===== src/rtl/mod_memstage_if.sv =====
// rtl/mod_memstage_if.sv - single-outstanding memory request/response port
interface mod_memstage_if #(
    parameter int ADDR_W = 64,
    parameter int DATA_W = 64
);
    logic              mem_req_valid;
    logic              mem_req_ready;
    logic              mem_req_write;
    logic [ADDR_W-1:0] mem_req_addr;
    logic [DATA_W-1:0] mem_req_wdata;
    logic              mem_resp_valid;
    logic [DATA_W-1:0] mem_resp_rdata;

    modport master (
        output mem_req_valid,
        input  mem_req_ready,
        output mem_req_write,
        output mem_req_addr,
        output mem_req_wdata,
        input  mem_resp_valid,
        input  mem_resp_rdata
    );

    modport slave (
        input  mem_req_valid,
        output mem_req_ready,
        input  mem_req_write,
        input  mem_req_addr,
        input  mem_req_wdata,
        output mem_resp_valid,
        output mem_resp_rdata
    );
endinterface


===== src/rtl/mod_memstage.sv =====
// rtl/mod_memstage.sv - memory-access stage between execute and writeback
module mod_memstage #(
    parameter int ADDR_W = 64,
    parameter int DATA_W = 64,
    parameter int CNT_W  = 32
) (
    input  logic              clk,
    input  logic              reset,
    input  logic              ex_valid,
    output logic              ex_ready,
    input  logic [63:0]       ex_pc,
    input  logic [DATA_W-1:0] ex_alu_result,
    input  logic [DATA_W-1:0] ex_alu_ext_result,
    input  logic [ADDR_W-1:0] ex_mem_addr,
    input  logic [DATA_W-1:0] ex_store_data,
    input  logic [7:0]        ex_opcode,
    input  logic [3:0]        ex_regByte,
    input  logic [3:0]        ex_rmByte,
    input  logic              ex_sim_end,
    mod_memstage_if.master    mem,
    output logic              wb_valid,
    output logic [63:0]       wb_pc,
    output logic [DATA_W-1:0] wb_alu_result,
    output logic [DATA_W-1:0] wb_alu_ext_result,
    output logic [7:0]        wb_opcode,
    output logic [3:0]        wb_regByte,
    output logic [3:0]        wb_rmByte,
    output logic              wb_sim_end,
    output logic              store_memstage_active,
    output logic [CNT_W-1:0]  mem_stall_cycles
);

    typedef enum logic [1:0] {IDLE, REQ, WAIT} state_t;

    state_t            state;
    logic              halted;
    logic              accept;
    logic              is_load;
    logic              is_store;

    logic [63:0]       h_pc;
    logic [DATA_W-1:0] h_alu;
    logic [DATA_W-1:0] h_ext;
    logic [7:0]        h_opcode;
    logic [3:0]        h_reg;
    logic [3:0]        h_rm;
    logic              h_sim_end;
    logic              h_store;

    logic              req_valid;
    logic              req_write;
    logic [ADDR_W-1:0] req_addr;
    logic [DATA_W-1:0] req_wdata;

    // Opcode classification: loads are MOV r,m / POP / RETQ, stores are MOV m,r / PUSH / CALL
    always_comb begin
        is_load  = (ex_opcode == 8'd139) ||
                   ((ex_opcode >= 8'd88) && (ex_opcode <= 8'd95)) ||
                   (ex_opcode == 8'd195);
        is_store = (ex_opcode == 8'd137) ||
                   ((ex_opcode >= 8'd80) && (ex_opcode <= 8'd87)) ||
                   (ex_opcode == 8'd232) || (ex_opcode == 8'd255);
    end

    // Ready only in IDLE, held low during reset and once a sim_end bundle has been taken
    assign ex_ready = reset && (state == IDLE) && !halted;
    assign accept   = ex_valid && ex_ready;

    assign mem.mem_req_valid = req_valid;
    assign mem.mem_req_write = req_write;
    assign mem.mem_req_addr  = req_addr;
    assign mem.mem_req_wdata = req_wdata;

    // Main stage FSM: capture, issue one request, retire one bundle per access
    always_ff @(posedge clk or negedge reset) begin
        if (!reset) begin
            state                 <= IDLE;
            halted                <= 1'b0;
            h_pc                  <= '0;
            h_alu                 <= '0;
            h_ext                 <= '0;
            h_opcode              <= '0;
            h_reg                 <= '0;
            h_rm                  <= '0;
            h_sim_end             <= 1'b0;
            h_store               <= 1'b0;
            req_valid             <= 1'b0;
            req_write             <= 1'b0;
            req_addr              <= '0;
            req_wdata             <= '0;
            wb_valid              <= 1'b0;
            wb_pc                 <= '0;
            wb_alu_result         <= '0;
            wb_alu_ext_result     <= '0;
            wb_opcode             <= '0;
            wb_regByte            <= '0;
            wb_rmByte             <= '0;
            wb_sim_end            <= 1'b0;
            store_memstage_active <= 1'b0;
        end else begin
            wb_valid              <= 1'b0;
            store_memstage_active <= 1'b0;
            case (state)
                IDLE: begin
                    if (accept) begin
                        h_pc      <= ex_pc;
                        h_alu     <= ex_alu_result;
                        h_ext     <= ex_alu_ext_result;
                        h_opcode  <= ex_opcode;
                        h_reg     <= ex_regByte;
                        h_rm      <= ex_rmByte;
                        h_sim_end <= ex_sim_end;
                        h_store   <= is_store;
                        if (ex_sim_end) begin
                            halted <= 1'b1;
                        end
                        if (is_load || is_store) begin
                            state     <= REQ;
                            req_valid <= 1'b1;
                            req_write <= is_store;
                            req_addr  <= ex_mem_addr;
                            req_wdata <= is_store ? ex_store_data : '0;
                        end else begin
                            wb_valid          <= 1'b1;
                            wb_pc             <= ex_pc;
                            wb_alu_result     <= ex_alu_result;
                            wb_alu_ext_result <= ex_alu_ext_result;
                            wb_opcode         <= ex_opcode;
                            wb_regByte        <= ex_regByte;
                            wb_rmByte         <= ex_rmByte;
                            wb_sim_end        <= ex_sim_end;
                        end
                    end
                end
                REQ: begin
                    if (mem.mem_req_ready) begin
                        req_valid <= 1'b0;
                        if (h_store) begin
                            // Stores are posted: retire as soon as the request is taken
                            state                 <= IDLE;
                            wb_valid              <= 1'b1;
                            store_memstage_active <= 1'b1;
                            wb_pc                 <= h_pc;
                            wb_alu_result         <= h_alu;
                            wb_alu_ext_result     <= h_ext;
                            wb_opcode             <= h_opcode;
                            wb_regByte            <= h_reg;
                            wb_rmByte             <= h_rm;
                            wb_sim_end            <= h_sim_end;
                        end else begin
                            state <= WAIT;
                        end
                    end
                end
                WAIT: begin
                    if (mem.mem_resp_valid) begin
                        state             <= IDLE;
                        wb_valid          <= 1'b1;
                        wb_pc             <= h_pc;
                        wb_alu_result     <= mem.mem_resp_rdata;
                        wb_alu_ext_result <= h_ext;
                        wb_opcode         <= h_opcode;
                        wb_regByte        <= h_reg;
                        wb_rmByte         <= h_rm;
                        wb_sim_end        <= h_sim_end;
                    end
                end
                default: begin
                    state <= IDLE;
                end
            endcase
        end
    end

    // Saturating count of cycles in which execute is held off
    always_ff @(posedge clk or negedge reset) begin
        if (!reset) begin
            mem_stall_cycles <= '0;
        end else if (!ex_ready && (mem_stall_cycles != {CNT_W{1'b1}})) begin
            mem_stall_cycles <= mem_stall_cycles + 1'b1;
        end
    end

endmodule


===== src/flat_wrapper.sv =====
// flat-port wrapper written by rule: the top's interface ports become plain ports
module mod_memstage_flat 
#(
    parameter int ADDR_W = 64,
    parameter int DATA_W = 64,
    parameter int CNT_W  = 32
)
  (clk, reset, ex_valid, ex_ready, ex_pc, ex_alu_result, ex_alu_ext_result, ex_mem_addr, ex_store_data, ex_opcode, ex_regByte, ex_rmByte, ex_sim_end, wb_valid, wb_pc, wb_alu_result, wb_alu_ext_result, wb_opcode, wb_regByte, wb_rmByte, wb_sim_end, store_memstage_active, mem_stall_cycles, mem_mem_req_valid, mem_mem_req_ready, mem_mem_req_write, mem_mem_req_addr, mem_mem_req_wdata, mem_mem_resp_valid, mem_mem_resp_rdata);
  mod_memstage_if #(.ADDR_W(ADDR_W), .DATA_W(DATA_W)) mem_i ();
  input  logic clk;
  input  logic reset;
  input  logic ex_valid;
  output logic ex_ready;
  input  logic [63:0] ex_pc;
  input  logic [DATA_W-1:0] ex_alu_result;
  input  logic [DATA_W-1:0] ex_alu_ext_result;
  input  logic [ADDR_W-1:0] ex_mem_addr;
  input  logic [DATA_W-1:0] ex_store_data;
  input  logic [7:0] ex_opcode;
  input  logic [3:0] ex_regByte;
  input  logic [3:0] ex_rmByte;
  input  logic ex_sim_end;
  output logic wb_valid;
  output logic [63:0] wb_pc;
  output logic [DATA_W-1:0] wb_alu_result;
  output logic [DATA_W-1:0] wb_alu_ext_result;
  output logic [7:0] wb_opcode;
  output logic [3:0] wb_regByte;
  output logic [3:0] wb_rmByte;
  output logic wb_sim_end;
  output logic store_memstage_active;
  output logic [CNT_W-1:0] mem_stall_cycles;
  output wire logic [$bits(mem_i.mem_req_valid)-1:0] mem_mem_req_valid;
  input wire logic [$bits(mem_i.mem_req_ready)-1:0] mem_mem_req_ready;
  output wire logic [$bits(mem_i.mem_req_write)-1:0] mem_mem_req_write;
  output wire logic [$bits(mem_i.mem_req_addr)-1:0] mem_mem_req_addr;
  output wire logic [$bits(mem_i.mem_req_wdata)-1:0] mem_mem_req_wdata;
  input wire logic [$bits(mem_i.mem_resp_valid)-1:0] mem_mem_resp_valid;
  input wire logic [$bits(mem_i.mem_resp_rdata)-1:0] mem_mem_resp_rdata;
  assign mem_mem_req_valid = mem_i.mem_req_valid;
  assign mem_i.mem_req_ready = mem_mem_req_ready;
  assign mem_mem_req_write = mem_i.mem_req_write;
  assign mem_mem_req_addr = mem_i.mem_req_addr;
  assign mem_mem_req_wdata = mem_i.mem_req_wdata;
  assign mem_i.mem_resp_valid = mem_mem_resp_valid;
  assign mem_i.mem_resp_rdata = mem_mem_resp_rdata;
  mod_memstage #(.ADDR_W(ADDR_W), .DATA_W(DATA_W), .CNT_W(CNT_W)) u_core (.clk(clk), .reset(reset), .ex_valid(ex_valid), .ex_ready(ex_ready), .ex_pc(ex_pc), .ex_alu_result(ex_alu_result), .ex_alu_ext_result(ex_alu_ext_result), .ex_mem_addr(ex_mem_addr), .ex_store_data(ex_store_data), .ex_opcode(ex_opcode), .ex_regByte(ex_regByte), .ex_rmByte(ex_rmByte), .ex_sim_end(ex_sim_end), .mem(mem_i), .wb_valid(wb_valid), .wb_pc(wb_pc), .wb_alu_result(wb_alu_result), .wb_alu_ext_result(wb_alu_ext_result), .wb_opcode(wb_opcode), .wb_regByte(wb_regByte), .wb_rmByte(wb_rmByte), .wb_sim_end(wb_sim_end), .store_memstage_active(store_memstage_active), .mem_stall_cycles(mem_stall_cycles));
endmodule

===== config.mk =====
export PLATFORM = sky130hd
export DESIGN_NAME = mod_memstage_flat
export DESIGN_NICKNAME = d
export VERILOG_FILES = /design/src/rtl/mod_memstage_if.sv /design/src/rtl/mod_memstage.sv /design/src/flat_wrapper.sv
export SDC_FILE = /design/constraint.sdc
export NUM_CORES = 1
export LEC_CHECK = 0
export ABC_AREA = 1
export BUFFER_PORTS_ARGS = -buffer_cell sky130_fd_sc_hd__buf_2
export CAP_MARGIN = 10
export CORE_AREA = 2 2 304 306
export DETAILED_ROUTE_END_ITERATION = 10
export DIE_AREA = 0 0 306 308
export PLACE_DENSITY_LB_ADDON = 0.3
export SLEW_MARGIN = 10
export SYNTH_ARGS = -nofsm -noshare
export SYNTH_HDL_FRONTEND = slang
export SYNTH_SLANG_ARGS = --single-unit

===== constraint.sdc =====
create_clock -name clk -period 2.2 [get_ports clk]
set_input_delay 0.66 -clock clk [delete_from_list [all_inputs] [get_ports clk]]
set_output_delay 0.66 -clock clk [all_outputs]
set_load 0.005 [all_outputs]

# Word-level counts from Yosys, hierarchy flattened

Cells that the tools add are included.

Add/subtract/negate cells: 1
Magnitude comparators: 4
Equality and inequality tests: 14
Mux-type cells: 60
Reduce and logical (&&, ||, !) cells: 23

Operator list:

| cell                                                | count |
|---|---|
| 2-to-1 mux 64 bit                                   | 16 |
| one-hot mux 64 bit (3 select lines)                 | 3 |
| equality test 8 bit, second input constant          | 5 |
| 2-to-1 mux 4 bit                                    | 10 |
| 2-to-1 mux 8 bit                                    | 5 |
| adder 32 x 1 -> 32 bit, second input constant       | 1 |
| != test 32 bit, second input constant               | 1 |
| one-hot mux 4 bit (3 select lines)                  | 2 |
| one-hot mux 8 bit (3 select lines)                  | 1 |
| >= comparator 8 x 7 -> 1 bit, second input constant | 2 |
| <= comparator 8 x 7 -> 1 bit, second input constant | 2 |
| 2-to-1 mux 1 bit                                    | 14 |
| 2-to-1 mux 2 bit                                    | 5 |
| != test 2 bit, second input constant                | 4 |
| AND reduction 4 bit                                 | 2 |
| logical AND 1 bit                                   | 6 |
| logical OR 1 bit                                    | 6 |
| one-hot mux 1 bit (3 select lines)                  | 2 |
| one-hot mux 2 bit (3 select lines)                  | 1 |
| AND reduction 3 bit                                 | 2 |
| AND reduction 6 bit                                 | 1 |
| != test 2 x 1 -> 1 bit, second input constant       | 2 |
| nonzero test 3 bit                                  | 1 |
| equality test 2 x 1 -> 1 bit, second input constant | 1 |
| other kinds (6)                                     | 7 |

Flip-flop bits (word level): 586
Output and inout bits: 374
Logic and storage cells: 126

# Logic depth before layout (Yosys ltp)

Gate-level depths: netlist of run 1.

Word-level depth: 9
Depth in mapped cells: 15

# Worst setup path before layout of run 1

No wires, ideal clock.

Path type: flip-flop to flip-flop
Start point: register u_core.state[0]
End point: register u_core.wb_alu_ext_result[0]
Setup time: 116 ps
Arrival: 1,859 ps
Path slack: 224 ps
Stages on the path, launching flop included: 16
Buffers on the path: 4
Period minus slack after synthesis: 1,976 ps
Cells stage by stage: dfrtp_1 > inv_1 > ha_1 > buf_4 > nand2_2 > nor2_4 > nand2_2 > nand2_1 > nand2_1 > nor3_2 > nand2_1 > buf_4 > buf_6 > buf_2 > nand2_1 > nand2_1

Longest elaborated chain between the ends: 6
Elaborated cells between the ends (all ways): 14
Those cells by class: eq/ne: 7; mux: 1; reduce/logical: 6

Ends and longest elaborated chain:

| what                             | line                | RTL |
|---|---|---|
| start, declared                  | mod_memstage.sv:35  | `state_t state;` |
| start signal, assigned           | mod_memstage.sv:77  | `state <= IDLE;` |
| start signal, assigned           | mod_memstage.sv:118 | `state <= REQ;` |
| start signal, assigned           | mod_memstage.sv:140 | `state <= IDLE;` |
| zero test 2 bit                  | mod_memstage.sv:66  | `assign ex_ready = reset && (state == IDLE) && !halted;` |
| logical AND 1 bit (2 in a row)   | mod_memstage.sv:66  |  |
| via ex_ready                     | flat_wrapper.sv:13  | `output logic ex_ready;` |
| logical AND 1 bit                | mod_memstage.sv:67  | `assign accept = ex_valid && ex_ready;` |
| != test 2 x 1 -> 1 bit (no line) | --                  |  |
| AND reduction 6 bit (no line)    | --                  |  |
| end signal, assigned             | mod_memstage.sv:127 | `wb_alu_ext_result <= ex_alu_ext_result;` |
| end signal, assigned             | mod_memstage.sv:145 | `wb_alu_ext_result <= h_ext;` |
| end signal, assigned             | mod_memstage.sv:161 | `wb_alu_ext_result <= h_ext;` |
| end, declared                    | mod_memstage.sv:24  | `output logic [DATA_W-1:0] wb_alu_ext_result,` |

The timed path passes the listed nets, and every way through them passes these cells.
A chain may end at the register's enable or synchronous reset.

# Worst setup path in the final report of run 1

Start point: register u_core.state[0]
End point: output ex_ready

Longest elaborated chain between the ends: 3

Ends and longest elaborated chain:

| what                           | line |
|---|---|
| zero test 2 bit                | mod_memstage.sv:66 |
| logical AND 1 bit (2 in a row) | mod_memstage.sv:66 |
| end, declared                  | flat_wrapper.sv:13 |

Every way passes these cells.

==> run summary, run 1 <==
status: finished with violations
violated checks: negative setup slack
Root Buffer: clkbuf_16
Total Wirelength: 99510 um
clk_skew: 19.09 ps
Peak VDD IR: 551.5 uV
final setup TNS: -197.7 ps
Chip Width: 306 um
# IOs: 780
commonest non-fill, non-tap cell in the layout: nand2_1
H-tree levels: 3
Non-Filler Instances: 5349
Clk pwr share: 0.484
# Max-Cap Violations: 0
crit path DAT: 1630 ps
Critical Path RT: 1540 ps
combinational power share: 0.063
Sw Pwr: 5.881 mW
Slowest-stage cell, CP: dfrtp_1
Fmax: 437.1 MHz
register area share after synthesis: 0.5531
Mean Syn Cell Area: 8.046 um^2
final hold vios: 0
Routed Antenna Nets: 0
GRT Residual Overflow: 0
slew margin rel.: 0.4314
CP Capture Type: output port
Worst path depth: 6
library cells used by synthesis: 29
DR pass1 iterations: 6
DIE HEIGHT: 308 um
vias: 25140
routed vias/inst: 4.699
Top FF cell, synth: dfrtp_1
Pwr Density: 681.2 mW/mm^2
layout cells sized above 1: 0.2673
CP Launch Type: flip-flop
Internal Power: 18.61 mW
Final Wtd Congestion: 0.8976
CP top delay family: flip-flops
worst slew pin tran: 852.9 ps
period utilization: 1.040
placed cells: 5174
Hold Path Class: input pin to asynchronous set/reset pin
fin util: 0.3952
Initial Util: 0.2915
Yosys warning count: 0
drt initial violations: 1967
CP Class: flip-flop to output port
Power Total: 24.49 mW
TritonCTS Buffers: 72
Register-to-Register Path Depth: 16
final setup margin: -87.71 ps
antenna violations before repair: 14
most frequent cells in the layout: 1327 x nand2_1, 777 x buf_2, 586 x dfrtp_1
CP Max Fanout: 2
IO Port Bufs: 779
Buf/Inv on CP: 3
Nets: 4516
clock sinks: 586
register share of total power: 0.452
Synth-to-Final Area Change: 35.61%
CTS tree: yes
post-synthesis async set-or-reset flop share: 1.000
DR WL/cell: 18.60 um
Multi-input gate area: 0.01009 mm^2
storage element area: 0.01466 mm^2
Final Max Tran Viols: 0
Post-synth EDFFs: 0
clk buf depth: 3
global-route usage over all layers: 0.1971
synthesized cell area: 0.02651 mm^2
Rows: 111
largest stage delay on the critical path: 390 ps
worst path cell trace: inv_2, ha_4, nand2_4, nor2_4, buf_6, buf_6
leak pwr: 19.70 nW
CORE AREA: 0.09097 mm^2
register bit count reported by yosys: 586
largest net degree at the start of global routing: 150
fin crit period: 2288 ps
global-route wire length before repair: 145100 um
most used cell, CP: buf_6
Mapped Nets: 3706
clk slew on worst S/H paths: 60 ps
# fillers: 9374
RSZ-0062 raised after global routing: yes
DRC violations left: 0
vias in the first global route: 23600
die footprint: 0.09425 mm^2
final setup fails: 21
worst skew pair latency: 620 ps
Mapped Cells: 3295
HPWL Detailed: 68070 um
Sw Ratio: 0.2401
==> kinds of logic (layout without fill, tap and decap cells) <==
logic type / Yosys count / in the layout / synth area share
simple gates: 1718 / 1718 / 0.2629
flops: 586 / 586 / 0.5531
compound gates: 497 / 497 / 0.1030
buf+inv: 471 / 1332 / 0.07258
xor+xnor: 17 / 17 / 0.005616
fa+ha+maj: 5 / 5 / 0.002360
mux: 1 / 1 / 0.0004247
other cells: 0 / 7 / 0
==> path summary, 6_finish.rpt <==
path                                                endpoint  slack [ps]                        start
min in group clk                u_core.mem.mem_req_wdata[27]         240            ex_store_data[27]
worst max-delay path                                ex_ready         -90              u_core.state[0]
worst max register to register      u_core.wb_alu_result[37]         -10              u_core.state[0]
max in group asynchronous        u_core.mem.mem_req_addr[32]        1020                        reset
worst min register to register   u_core.mem.mem_req_addr[27]         460  u_core.mem.mem_req_addr[27]
worst min-delay path                        u_core.h_ext[57]         240                        reset
==> tightest hold or removal path, cell delays in order <==
cell and delay (ps):
buf_8 100, buf_4 200, buf_4 260
==> synth_stat cells (2+ instances only) <==
master | n | area (um^2)
buf_4 | 4 | 30.03
clkbuf_1 | 103 | 386.6
nor3_1 | 11 | 55.05
nor2_1 | 46 | 172.7
buf_6 | 3 | 33.78
xnor2_1 | 9 | 78.83
buf_2 | 95 | 475.5
a22o_1 | 64 | 560.5
buf_1 | 19 | 71.32
ha_1 | 5 | 62.56
nand2_2 | 2 | 12.51
nand4_1 | 68 | 425.4
a21oi_1 | 2 | 10.01
nand3b_1 | 6 | 45.04
xor2_1 | 8 | 70.07
dfrtp_1 | 586 | 14660
inv_1 | 245 | 919.6
nand2_1 | 1348 | 5060
nand3_1 | 233 | 1166
o21ai_0 | 428 | 2142
inv_2 | 2 | 7.510
==> area by class of cell <==
| cell class | instances | share of cell area |
|---|---|---|
| inverter | 247 | 0.02579 |
| timing repair buffer | 960 | 0.1792 |
| multi-input combinational | 2238 | 0.2808 |
| tap | 1186 | 0.04127 |
| sequential | 586 | 0.4079 |
| clock buffer | 101 | 0.05739 |
| clock inverter | 24 | 0.007204 |
| antenna | 7 | 0.0004872 |
==> stage by stage <==
step	setup WS (ps)	instance area [um^2]	hold WS, ps
floorplan	224.2	26510	364.4
global placement	-15.99	32580	448.9
detailed placement	-46.16	32580	452.6
CTS	-181.7	34940	173.2
global route	-198.0	35950	193.7
finish	-87.71	35950	235.9
==> routing by layer <==
metal,vias up,routed length [um],global-route usage
met4,10,2415,0.05694
met1,12040,44120,0.2711
met3,147,6059,0.04082
li1,12140,-,-
met5,-,68,0
met2,803,46850,0.3129
==> power groups by stage <==
stage | logic (mW) | clock network (mW) | registers, mW
5_1_grt | 1.74 | 12.7 | 11.1
3_3_place_gp | 1.56 | 0 | 11.3
3_5_place_dp | 1.56 | 0 | 11.3
6_report | 1.55 | 11.9 | 11.1
2_1_floorplan | 0.413 | 0 | 11.3
4_1_cts | 1.57 | 12.2 | 11.1
==> repair_timing <==
item	CTS	global route
pin swaps	2	2
hold buffers	0	0
gates resized for setup	5	57
buffers inserted	3	10
cloned	0	30
setup endpoints to repair	1	229
(Power assumes the default switching activity.)
==> inputs of run 2 (changes only) <==
Settings changed: CELL_PAD_IN_SITES_DETAIL_PLACEMENT set to 0, CELL_PAD_IN_SITES_GLOBAL_PLACEMENT set to 1.
==> run 2 against run 1 <==
Clock skew rose by 8.9 ps. Sequential share of layout area is 0.57 points higher. Clock power is 3% higher. Fmax is essentially flat. Largest power group unchanged. The run still ends with negative setup slack left. Combinational power is essentially flat. Sequential power about the same. Non-clock buffer count fell by 32. Clock-buffer cell count grew 4. Via count shrank 2.4%. First-iteration DRC count is 3.4% lower. Flip-flop and latch count stayed put. Wire length increased by 1.8%.
==> run summary, run 2 (synthesis results as in run 1) <==
status: finished with violations
violated checks: negative setup slack
Final Wtd Congestion: 0.8725
largest stage delay on the critical path: 390 ps
CP Capture Type: output port
DR pass1 iterations: 8
Power Total: 24.93 mW
antenna violations before repair: 20
DIE HEIGHT: 308 um
Root Buffer: clkbuf_16
Total Wirelength: 101300 um
Nets: 4484
drt initial violations: 1900
final setup margin: -86.81 ps
CORE AREA: 0.09097 mm^2
Initial Util: 0.2915
commonest non-fill, non-tap cell in the layout: nand2_1
die footprint: 0.09425 mm^2
global-route wire length before repair: 148700 um
Pwr Density: 703.0 mW/mm^2
CP Launch Type: flip-flop
final setup fails: 81
HPWL Detailed: 70710 um
Hold Path Class: input pin to asynchronous set/reset pin
largest net degree at the start of global routing: 150
clk_skew: 27.98 ps
fin crit period: 2287 ps
clk slew on worst S/H paths: 60 ps
slew margin rel.: 0.3002
Fin Hold WS: 89.24 ps
Fmax: 437.3 MHz
worst skew pair latency: 620 ps
hold-fix buffers at CTS: 0
final hold vios: 0
DR WL/cell: 19.04 um
period utilization: 1.039
Synth-to-Final Area Change: 33.75%
CP Class: flip-flop to output port
Rows: 111
Critical Path RT: 1540 ps
clock sinks: 586
vias: 24530
Placement Cell Area: 0.03236 mm^2
DRC violations left: 0
CTS tree: yes
Final Max Tran Viols: 0
global-route usage over all layers: 0.2035
most frequent cells in the layout: 1343 x nand2_1, 777 x buf_2, 586 x dfrtp_1
Routed Antenna Nets: 0
design area: 0.03546 mm^2
leak pwr: 19.45 nW
GRT Residual Overflow: 0
vias in the first global route: 23450
# IOs: 780
H-tree levels: 3
IO Port Bufs: 779
Peak VDD IR: 493.9 uV
worst path cell trace: inv_2, ha_4, nand2_4, nor2_4, buf_8, buf_6
Chip Width: 306 um
worst slew pin tran: 1050 ps
routed vias/inst: 4.610
crit path DAT: 1630 ps
clk buf depth: 3
layout cells sized above 1: 0.2578
Slowest-stage cell, CP: dfrtp_1
# Max-Cap Violations: 0
CP Max Fanout: 2
RSZ-0062 raised after global routing: yes
TritonCTS Buffers: 72
## run 2: final cells by class
class	count	area, um^2
clock buffers	105	2130
inverters	247	927.1
multi-input cells	2238	10030
clock inverters	23	285.3
repair buffers	928	5924
well taps	1186	1484
fillers	9590	55510
diodes	7	17.52
flip-flops and latches	586	14660
## run 2: worst paths after layout
kind	start	to	slack, ps	cells past startpoint
worst min register to register	u_core.wb_pc[27]	u_core.wb_pc[27]	460	2
worst max register to register	u_core.state[1]	u_core.mem.mem_req_wdata[44]	-40	14
worst min-delay path	reset	u_core.h_opcode[7]	90	2
min in group clk	ex_store_data[5]	u_core.mem.mem_req_wdata[5]	240	3
worst max-delay path	u_core.state[1]	ex_ready	-90	6
max in group asynchronous	reset	u_core.mem_stall_cycles[29]	790	3
## run 2: worst max-delay path, delay by kind of cell (launching register included)
kind,cells,cell delay (ps)
flops,1,390
buf+inv,3,320
fa+ha+maj,1,160
simple gates,2,150
## run 2: repair_timing
| item | CTS | global route |
|---|---|---|
| endpoints found under the hold margin | 0 | 0 |
| resized for setup | 8 | 31 |
| endpoints found under the setup margin | 2 | 246 |
| gates cloned | 0 | 16 |
| buffers inserted | 3 | 8 |
| pin swaps | 2 | 2 |
## run 2: stage by stage
stage | instances | util | setup WS (ps) | setup TNS [ps]
final | 5320 | 0.3898 | -86.81 | -905.5
after global routing | 5319 | 0.3898 | -182.9 | -35050
after CTS | 5289 | 0.3829 | -189.9 | -189.9
after detailed placement | 5158 | 0.3558 | -83.37 | -2999
after global placement | 5158 | 0.3558 | -46.48 | -749.2
after floorplan | 3295 | - | 224.2 | 0
## run 2: where the power goes
part / internal [mW] / leakage, nW / switching (mW) / total (mW)
Clock: 7.42 / 1.19 / 4.90 / 12.3
Combinational: 0.609 / 10.3 / 0.924 / 1.53
Sequential: 11.0 / 7.95 / 0.118 / 11.1
Total: 19.0 / 19.5 / 5.94 / 24.9
## run 2: metal layers
layer | share of wire | GRT usage | vias to the layer above
li1 | - | - | 12080
met1 | 0.44 | 0.2748 | 11630
met2 | 0.47 | 0.3277 | 635
met3 | 0.056 | 0.04302 | 152
met4 | 0.025 | 0.06037 | 24
met5 | 0.0016 | 0 | -
==> inputs of run 3 (changes only) <==
Settings changed: ABC_AREA 1 to not set, CORE_AREA 2 2 304 306 to not set, CORE_MARGIN set to 2, CORE_UTILIZATION set to 35, DIE_AREA 0 0 306 308 to not set.
==> run 3 against run 2 <==
The flow still finishes with violations (negative setup slack). Critical path depth is 2 higher. Non-clock buffer count increased by 198. First-iteration DRC count up 9.7%. Total power is 140% higher. Worst hold slack worse by 45 ps. Clock skew up 3.2 ps. Global-route usage grew 2.5 points. Sequential share of layout area is 6.2 points lower. Via count increased by 16%. Sequential power is 68% higher. Clock power increased by 3%. Critical path type is now flip-flop to flip-flop.
==> run summary, run 3 <==
final setup margin: -333.7 ps
mux share of post-synthesis cell area: 0.09664
CTS tree: yes
die footprint: 0.09141 mm^2
Yosys warning count: 0
worst slew pin tran: 892.0 ps
Fmax: 394.7 MHz
clk_skew: 31.13 ps
period utilization: 1.152
CP startpoint: u_core.state[0]
Mapped Cells: 3149
clk slew on worst S/H paths: 60 ps
crit path DAT: 3020 ps
IO Port Bufs: 779
status: finished with violations
top post-synthesis cells by count: 652 x nand2_1, 586 x dfrtp_1, 218 x nor3_1, 216 x nor4_1, 213 x clkbuf_1
Nets: 4445
Initial Util: 0.3530
Synth area leader: dfrtp_1
slew margin rel.: 0.4054
routed vias/inst: 5.413
worst skew pair latency: 640 ps
library cells used by synthesis: 52
largest stage delay on the critical path: 400 ps
Clk pwr share: 0.209
Critical Path RT: 2690 ps
clk buf depth: 3
global-route usage over all layers: 0.2287
register share of total power: 0.305
final setup TNS: -79160 ps
Top FF cell, synth: dfrtp_1
H-tree levels: 3
CP Launch Type: flip-flop
DIE HEIGHT: 302.3 um
worst r2r src: u_core.state[0]
layout cells sized above 1: 0.3247
HPWL Detailed: 75310 um
area fraction in and, or, nand and nor cells after synthesis: 0.2113
CP top delay family: compound AO/OA/AOI/OAI gates
Final Wtd Congestion: 0.8655
# Max-Cap Violations: 0
CP Class: flip-flop to flip-flop
DR WL/cell: 20.83 um
commonest non-fill, non-tap cell in the layout: buf_2
Final Max Tran Viols: 0
complex-gate fraction of the synthesized area: 0.1681
antenna violations before repair: 23
# IOs: 780
Placement Cell Area: 0.03855 mm^2
Synth Area in Adders: 0.002008
clock sinks: 586
CORE AREA: 0.08824 mm^2
Hold Path Class: input pin to asynchronous set/reset pin
placed cells: 5096
vias: 28530
Rows: 109
RSZ-0062 raised after global routing: yes
top cell type's share of synthesized area: 0.4707
DR pass1 iterations: 5
Fin Hold WS: 44.71 ps
CP Max Fanout: 24
register bit count reported by yosys: 586
Root Buffer: clkbuf_16
DRC violations left: 0
violated checks: negative setup slack
top-count cell post-synth: nand2_1
synthesized cell area: 0.03115 mm^2
Sw Pwr: 22.49 mW
combinational power share: 0.486
Peak VDD IR: 850.6 uV
Sw Ratio: 0.3697
fin crit period: 2534 ps
design area: 0.04170 mm^2
vias in the first global route: 27570
CP Capture Type: flip-flop
Internal Power: 38.35 mW
post-synthesis async set-or-reset flop share: 1.000
drt initial violations: 2085
Mapped Nets: 3560
worst path cell trace: buf_4, ha_2, nor2b_1, a2111o_2, buf_12, clkbuf_16, a221o_1, a211o_1
Non-Filler Instances: 5271
largest net degree at the start of global routing: 135
final hold vios: 0
top post-synthesis cells by area: dfrtp_1 47%, nand2_1 7.9%, mux2i_1 6.7%
Post-synth EDFFs: 0
TritonCTS Buffers: 74
Synth Area in XOR/XNOR: 0.007310
Mean Syn Cell Area: 9.892 um^2
Total Wirelength: 109800 um
most frequent cells in the layout: 777 x buf_2, 651 x nand2_1, 586 x dfrtp_1
Routed Antenna Nets: 0
register area share after synthesis: 0.4707
fin util: 0.4725
Slowest-stage cell, CP: dfrtp_1
final setup fails: 406
Chip Width: 302.3 um
leak pwr: 21.00 nW
global-route wire length before repair: 165000 um
GRT Residual Overflow: 0
Synth-to-Final Area Change: 33.85%
Buf/Inv on CP: 3
Pwr Density: 1459 mW/mm^2
main combinational cell family by area after synthesis: simple AND/OR/NAND/NOR gates
run 3: cell count changes after synthesis, moves of 210 or more:
| cell | before | now |
|---|---|---|
| nand2_1 | 1348 | 652 |
| inv_1 | 245 | 5 |
| nor4_1 | 0 | 216 |
| and2_1 | 1 | 212 |
| nand3_1 | 233 | 14 |
| o21ai_0 | 428 | 1 |
| mux2i_1 | 0 | 210 |
run 3: cells by family after synthesis:
kind of cell	after synthesis
mux	276
simple gates	1360
flops	586
compound gates	573
xor+xnor	26
fa+ha+maj	5
buf+inv	323
run 3: through the flow:
step	setup WS, ps	power, mW
6_report	-333.7	60.84
5_1_grt	-400.4	65.04
4_1_cts	-309.3	60.92
3_5_place_dp	-530.2	47.61
3_3_place_gp	-517.1	47.18
2_1_floorplan	-175.4	36.01
run 3: power groups by stage:
stage	logic [mW]	clock network, mW	registers [mW]
4_1_cts	29.4	13.0	18.5
3_3_place_gp	28.7	0	18.5
5_1_grt	32.4	13.4	19.2
6_report	29.5	12.7	18.6
2_1_floorplan	17.6	0	18.4
3_5_place_dp	29.0	0	18.6
run 3: timing repair:
item	4_1_cts	5_1_grt
hold buffers	0	0
pin swaps	16	2
gates resized for setup	24	19
endpoints found under the setup margin	442	456
cloned	2	7
setup buffers	13	6
run 3: layer usage:
| layer | up-vias | GRT usage | share of wire |
|---|---|---|---|
| li1 | 13490 | - | - |
| met1 | 14080 | 0.2999 | 0.43 |
| met2 | 762 | 0.3655 | 0.47 |
| met3 | 183 | 0.05624 | 0.066 |
| met4 | 14 | 0.08428 | 0.032 |
| met5 | - | 0 | 0.00083 |
run 3: path summary, 6_finish.rpt:
| path | depth (start not counted) | slack [ps] | end |
|---|---|---|---|
| worst min register to register | 2 | 470 | u_core.h_pc[46] |
| worst max register to register | 8 | -330 | u_core.wb_alu_result[13] |
| worst min-delay path | 2 | 40 | u_core.wb_alu_result[19] |
| worst max-delay path | 8 | -330 | u_core.wb_alu_result[13] |
| max in group asynchronous | 3 | 1050 | u_core.h_ext[35] |
| min in group clk | 3 | 220 | u_core.h_rm[0] |
run 3: final cells by class:
cell class,instances,area [um^2]
well taps,1165,1458
fillers,8418,46540
inverters,6,22.52
clock buffers,107,2207
repair buffers,1126,7737
flip-flops and latches,586,14660
multi-input cells,2240,15220
clock inverters,25,349.1
diodes,16,40.04
